$ cat src/rtl/uart_tx_param.sv
// Parametrised UART transmitter: configurable data width, parity, stop bits and baud divisor,
// with a ready/valid accept handshake and back-to-back frame support.
module uart_tx_param #(
    parameter int unsigned CLK_FREQ  = 50_000_000,
    parameter int unsigned BAUD      = 115_200,
    parameter int unsigned DATA_BITS = 8,
    parameter int unsigned PARITY    = 0,
    parameter int unsigned STOP_BITS = 1
) (
    input  logic                 clk,
    input  logic                 rst_n,
    input  logic [DATA_BITS-1:0] i_tx_d,
    input  logic                 i_tx_en,
    output logic                 o_tx_ready,
    output logic                 o_tx_complete,
    output logic                 o_tx_d
);

    localparam int unsigned BIT_TICKS = CLK_FREQ / BAUD;
    localparam int unsigned TW        = (BIT_TICKS > 2) ? $clog2(BIT_TICKS) : 1;

    localparam logic [TW-1:0] TICK_LAST = TW'(BIT_TICKS - 1);
    localparam logic [3:0]    DATA_LAST = 4'(DATA_BITS - 1);
    localparam logic [3:0]    STOP_LAST = 4'(STOP_BITS - 1);

    if (DATA_BITS < 5 || DATA_BITS > 9) begin : g_bad_data_bits
        $error("uart_tx_param: DATA_BITS must be in 5..9");
    end
    if (PARITY > 2) begin : g_bad_parity
        $error("uart_tx_param: PARITY must be 0, 1 or 2");
    end
    if (STOP_BITS < 1 || STOP_BITS > 2) begin : g_bad_stop_bits
        $error("uart_tx_param: STOP_BITS must be 1 or 2");
    end
    if (BIT_TICKS < 2) begin : g_bad_bit_ticks
        $error("uart_tx_param: CLK_FREQ/BAUD must be at least 2");
    end

    typedef enum logic [2:0] {StIdle, StStart, StData, StParity, StStop} state_e;

    state_e               state_q, state_d;
    logic [TW-1:0]        tick_q, tick_d;
    logic [3:0]           bit_q, bit_d;
    logic [DATA_BITS-1:0] shift_q, shift_d;
    logic                 par_q, par_d;
    logic                 tx_q, tx_d;
    logic                 ready_q, ready_d;
    logic                 done_q, done_d;
    logic                 wrap;

    always_comb begin
        wrap    = (tick_q == TICK_LAST);
        state_d = state_q;
        tick_d  = tick_q;
        bit_d   = bit_q;
        shift_d = shift_q;
        par_d   = par_q;
        tx_d    = tx_q;
        ready_d = ready_q;
        done_d  = 1'b0;

        if (state_q != StIdle) begin
            tick_d = wrap ? '0 : tick_q + 1'b1;
        end

        case (state_q)
            StIdle: begin
                if (i_tx_en && ready_q) begin
                    shift_d = i_tx_d;
                    par_d   = (PARITY == 1) ? ~^i_tx_d : ^i_tx_d;
                    tick_d  = '0;
                    bit_d   = '0;
                    tx_d    = 1'b0;
                    ready_d = 1'b0;
                    state_d = StStart;
                end
            end
            StStart: begin
                if (wrap) begin
                    tx_d    = shift_q[0];
                    bit_d   = '0;
                    state_d = StData;
                end
            end
            StData: begin
                if (wrap) begin
                    if (bit_q == DATA_LAST) begin
                        bit_d = '0;
                        if (PARITY != 0) begin
                            tx_d    = par_q;
                            state_d = StParity;
                        end else begin
                            tx_d    = 1'b1;
                            state_d = StStop;
                        end
                    end else begin
                        // Bit 0 is already on the line, so the next bit is shift_q[1].
                        bit_d   = bit_q + 4'd1;
                        shift_d = shift_q >> 1;
                        tx_d    = shift_q[1];
                    end
                end
            end
            StParity: begin
                if (wrap) begin
                    bit_d   = '0;
                    tx_d    = 1'b1;
                    state_d = StStop;
                end
            end
            StStop: begin
                if (wrap) begin
                    if (bit_q == STOP_LAST) begin
                        bit_d   = '0;
                        ready_d = 1'b1;
                        done_d  = 1'b1;
                        state_d = StIdle;
                    end else begin
                        bit_d = bit_q + 4'd1;
                    end
                end
            end
            default: begin
                state_d = StIdle;
                tx_d    = 1'b1;
                ready_d = 1'b1;
            end
        endcase
    end

    always_ff @(posedge clk or negedge rst_n) begin
        if (!rst_n) begin
            state_q <= StIdle;
            tick_q  <= '0;
            bit_q   <= '0;
            shift_q <= '0;
            par_q   <= 1'b0;
            tx_q    <= 1'b1;
            ready_q <= 1'b1;
            done_q  <= 1'b0;
        end else begin
            state_q <= state_d;
            tick_q  <= tick_d;
            bit_q   <= bit_d;
            shift_q <= shift_d;
            par_q   <= par_d;
            tx_q    <= tx_d;
            ready_q <= ready_d;
            done_q  <= done_d;
        end
    end

    assign o_tx_d        = tx_q;
    assign o_tx_ready    = ready_q;
    assign o_tx_complete = done_q;

endmodule
$ cat config.mk
export PLATFORM = sky130hd
export DESIGN_NAME = uart_tx_param
export DESIGN_NICKNAME = d
export VERILOG_FILES = /design/src/rtl/uart_tx_param.sv
export SDC_FILE = /design/constraint.sdc
export NUM_CORES = 1
export LEC_CHECK = 0
export CAP_MARGIN = 25
export CORE_MARGIN = 8
export CORE_UTILIZATION = 43
export CTS_BUF_LIST = sky130_fd_sc_hd__clkbuf_2 sky130_fd_sc_hd__clkbuf_4 sky130_fd_sc_hd__clkbuf_8
export DETAILED_ROUTE_END_ITERATION = 8
export PLACE_DENSITY_LB_ADDON = 0.25
export SKIP_CTS_REPAIR_TIMING = 1
export SYNTH_ARGS = -nofsm -noshare
export SYNTH_HDL_FRONTEND = slang
export SYNTH_SLANG_ARGS = --single-unit
export TNS_END_PERCENT = 100
$ cat constraint.sdc
create_clock -name clk -period 2.1 [get_ports clk]
set_input_delay 0.42 -clock clk [delete_from_list [all_inputs] [get_ports clk]]
set_output_delay 0.42 -clock clk [all_outputs]
set_load 0.02 [all_outputs]
Yosys cells after proc, flatten, opt, wreduce, memory -nomap -nowiden
Index checks and enable logic that the tools add are counted.
- register bits after elaboration: 27
- bits in latches: 0
- bits in writable memories: 0
- ROM bits: 0
- bits of input ports: 11
- output and inout port bits: 3
- word-level logic and storage cells: 74
- memories: 0
- add/sub/neg operators: 2
- multipliers: 0
- divide/modulo/power cells: 0
- $lt $le $gt $ge: 0
- eq/ne operators: 15
- shift operators: 0
- muxes and demuxes: 35
- bitwise gates (word level): 2
- reductions and logical operators: 13
- operator list (operator ; count):
    9-bit 2-to-1 mux ; 4
    4-bit 2-to-1 mux ; 6
    8-bit 2-to-1 mux ; 3
    3-bit 2-to-1 mux ; 7
    2-bit != test (second input constant) ; 8
    4-bit one-hot mux with 4 select lines ; 1
    8-bit one-hot mux with 2 select lines ; 1
    3-bit one-hot mux with 5 select lines ; 1
    1-bit 2-to-1 mux ; 10
    5-bit AND reduction ; 2
    9-bit by 1-bit adder with 9-bit output (second input constant) ; 1
    9-bit == test (second input constant) ; 1
    4-bit AND reduction ; 2
    7-bit AND reduction ; 1
    3-bit by 2-bit == test with 1-bit output (second input constant) ; 2
    1-bit one-hot mux with 5 select lines ; 1
    4-bit by 1-bit adder with 4-bit output (second input constant) ; 1
    4-bit by 3-bit == test with 1-bit output (second input constant) ; 1
    4-bit logical NOT ; 1
    4-bit nonzero test ; 1
    3-bit by 1-bit == test with 1-bit output (second input constant) ; 1
    3-bit == test (second input constant) ; 1
    3-bit logical NOT ; 1
    1-bit one-hot mux with 3 select lines ; 1
    other kinds (7) ; 8

Logic depth before layout (Yosys ltp)
- depth in word-level cells: 5
- mapped depth: 7
- gate-level depth less buffers: 6

Worst setup path after synthesis
Ideal clock, no wire load.
- path type: reg2reg
- from: register tick_q[0]
- to: register shift_q[0]
- setup time: 0.125 ns
- arrival time: 1.642 ns
- required time: 1.975 ns
- setup slack: 0.333 ns
- stages on the path, launching flop included: 7
- path buffers: 1
- clock period less this slack: 1.767 ns
- path through: dfrtp_1 > ha_1 > and4_2 > and2_1 > buf_6 > a31oi_4 > mux2_2
- word-level cells in the longest chain between the ends: 3
- ends and longest elaborated chain (item ; RTL line ; text):
    start, declared ; 42 ; logic [TW-1:0] tick_q, tick_d;
    start signal, assigned ; 143 ; tick_q <= tick_d;
    9-bit == test ; 52 ; wrap = (tick_q == TICK_LAST);
    2-bit != test (no source line) ; - ;
    4-bit AND reduction (no source line) ; - ;
    end signal, assigned ; 145 ; shift_q <= shift_d;
    end, declared ; 44 ; logic [DATA_BITS-1:0] shift_q, shift_d;
No other way between the ends.
A chain may end at the register's enable or synchronous reset.

Worst setup path in the final report
- from: register ready_q, in the netlist o_tx_ready
- to: output port o_tx_ready
- RTL lines (item ; RTL line ; text):
    start, declared ; 47 ; logic ready_q, ready_d;
    start signal, assigned ; 148 ; ready_q <= ready_d;
    end, declared ; 14 ; output logic o_tx_ready,
No word-level cell between the ends.

==> impl_metrics.toml <==
[sta]
worst_slew_pin_slew_ns = 0.570
rsz0062_at_grt = "false"
skew_ns = 0.00313
fmax_mhz = 514
min_period_ns = 1.95
setup_viol = 0
slew_viol_final = 0
slew_headroom_pct = 62.0
period_share_pct = 92.7
hold_viol_final = 0
tns_ns = 0

[drt]
wire_per_inst_um = 14.7
route.detailed.drc = 0
routed_via_density = 5.51
antenna_left = 0
vias = 1162
wirelength_um = 3090
drt_iter0_markers = 57
drtPass1Iterations = 4

[yosys]
synth_edf_count = 0
synth_fp_nets = 162
yosysWarnings = 0
syn_area_sq_um = 1570
synth_common_cells = "dfrtp_1, mux2_2, nand2_1, o21ai_0"
syn_area_per_cell_sq_um = 10.7
netlist_top_cells_area = "dfrtp_1, mux2_2, dfstp_2, ha_1, o21ai_0"
synth_ff_type = "dfrtp_1"
synth_cell_type_count = 46
ys_ff_latch = 27
seq_area_frac_synth_pct = 43.2
synth_top_area_share_pct = 39.8
async_reset_ff_share_pct = 100
synth_cells = 147
yosysTopAreaCell = "dfrtp_1"
yosysMostFrequentCell = "dfrtp_1"

[floorplanning]
rows = 22
start_util_pct = 43.9
die_area_sq_um = 5840
core_sq_um = 3580
die_h_um = 76.4
die_width_um = 76.4
io_pins = 14

[placement]
place.gp.congestion = 0.853
dp_hpwl_um = 2320
placed_cell_area_sq_um = 1740
io_buffers = 13

[global_routing]
grt_first_pass_wirelength_um = 5410
globalRouteMet2Util_pct = 17.8
antenna_found_initial = 0
grt_pass1_vias = 1202
grt_use_total_pct = 10.9
gr-usage-met3_pct = 2.48
grt_busiest_layer = "met2"
grt_max_degree = 28
use_met1_pct = 13.5
grt_overflow_total = 0

[power]
powerDensity_nw_per_um2 = 439
irDropWorstVdd_uv = 251
leakagePower_uw = 0.000774

[min_path]
hold_class = "input port to asynchronous set/reset pin"

[layout]
area_delta_synth_final_pct = 12.6
post-route-cell-area_sq_um = 1770
register_area_sq_um = 678
n_fill_cell = 355
multi_input_area_sq_um = 805
fin_nets = 179
final_layout_size_suffix_gt1_share_pct = 22.7
n_antenna_cell = 0

[critical_path]
crit_arrival_ns = 1.53
slowest_stage = "clkdlybuf4s50_1"
worstPathRequired_ns = 1.68
rr_startpoint = "tick_q[0]$_DFF_PN0_"
worstSetupPathType = "flip-flop to output port"
cp_cell_sequence = "clkdlybuf4s50_1"
crit_family = "buffers and inverters"
worstSetupStartpointType = "flip-flop"
crit_path_max_incr_delay_ns = 0.61
cp-end-kind = "output port"
cp_num_buf_inv = 1
rrSetupSlack_ns = 0.21
cp-startpoint = "o_tx_ready$_DFFE_PN1P_"
cp_max_fo = 5

[clock_network]
cts_max_path_buffers = 2
h-tree-depth = 1
numCtsBuffers = 3
cts_tree = "yes"
insertion_delay_ns = 0.32
cts.sinks = 27
cts_root_buf = "clkbuf_4"
path_clk_slew_ns = 0.14

[outcome]
status = "complete, no violations"

[run]
drv_cap = 0
-- per-stage QoR --
step	util, %	power, uW	worst slack, ns	hold WS [ns]	instances
2_1_floorplan	-	536	0.333	0.124	147
3_3_place_gp	48.6	567	0.213	0.465	207
3_5_place_dp	48.6	568	0.165	0.464	207
4_1_cts	49.4	793	0.132	0.461	211
5_1_grt	49.4	822	0.0888	0.471	211
6_report	49.4	777	0.153	0.450	211
-- metal layers --
layer	vias up	routed length (um)
li1	575	-
met1	574	1460
met2	11	1530
met3	2	82
met4	0	20
met5	-	0
-- sequential cells by signal (all words and copies together), names as in the netlist --
signal         count
state_q            3
o_tx_complete      1
shift_q            8
tick_q             9
bit_q              4
o_tx_d             1
o_tx_ready         1
-- power by group --
part           total [uW]  switching [uW]  internal, uW
clock network         220             149          71.3
registers             520               0           520
logic                36.1            13.9          22.3
-- cells by family (layout without fill, tap and decap cells) --
| family | Yosys count | in the layout | synth area share (%) |
|---|---|---|---|
| adders and majority gates | 4 | 4 | 3.19 |
| muxes | 16 | 16 | 11.3 |
| AOI/OAI and AO/OA | 43 | 43 | 19.6 |
| xor gates and xnor gates | 1 | 1 | 0.558 |
| DFF | 27 | 27 | 43.2 |
| buffers and inverters | 14 | 30 | 5.58 |
| and+or+nand+nor | 42 | 42 | 16.6 |
-- worst paths after layout --
| check | to | cells past startpoint |
|---|---|---|
| max | o_tx_ready | 1 |
| min | o_tx_complete$_DFF_PN0_ | 2 |
| max reg2reg | shift_q[4]$_DFFE_PN0P_ | 5 |
| min reg2reg | o_tx_d$_DFFE_PN1P_ | 2 |
| max in group asynchronous | o_tx_d$_DFFE_PN1P_ | 2 |
| min in group clk | o_tx_d$_DFFE_PN1P_ | 2 |
-- layout make-up --
type                    instances  share of cell area (%)
clock buffers                   3                    1.27
repair buffers                 18                    9.48
clock inverters                 1                   0.283
flip-flops and latches         27                    38.4
well taps                      48                    3.40
inverters                       8                    1.70
multi-input cells             106                    45.5
-- placed cells by master (no fill, tap or decap), types with 2 or more instances in the layout --
| cell | count |
|---|---|
| clkbuf_4 | 3 |
| nand2_1 | 10 |
| o22ai_1 | 4 |
| o21ai_0 | 9 |
| clkdlybuf4s50_1 | 13 |
| mux2_2 | 14 |
| o2bb2ai_1 | 2 |
| nand3_1 | 4 |
| a21oi_1 | 8 |
| a22oi_1 | 2 |
| buf_4 | 5 |
| o211ai_1 | 3 |
| nand2b_1 | 2 |
| a22o_2 | 2 |
| inv_1 | 8 |
| nor2_1 | 5 |
| ha_1 | 4 |
| mux2i_1 | 2 |
| nor3_1 | 7 |
| a22o_1 | 4 |
| dfrtp_1 | 25 |
| dfstp_2 | 2 |
Power figures use the tool's default switching activity.
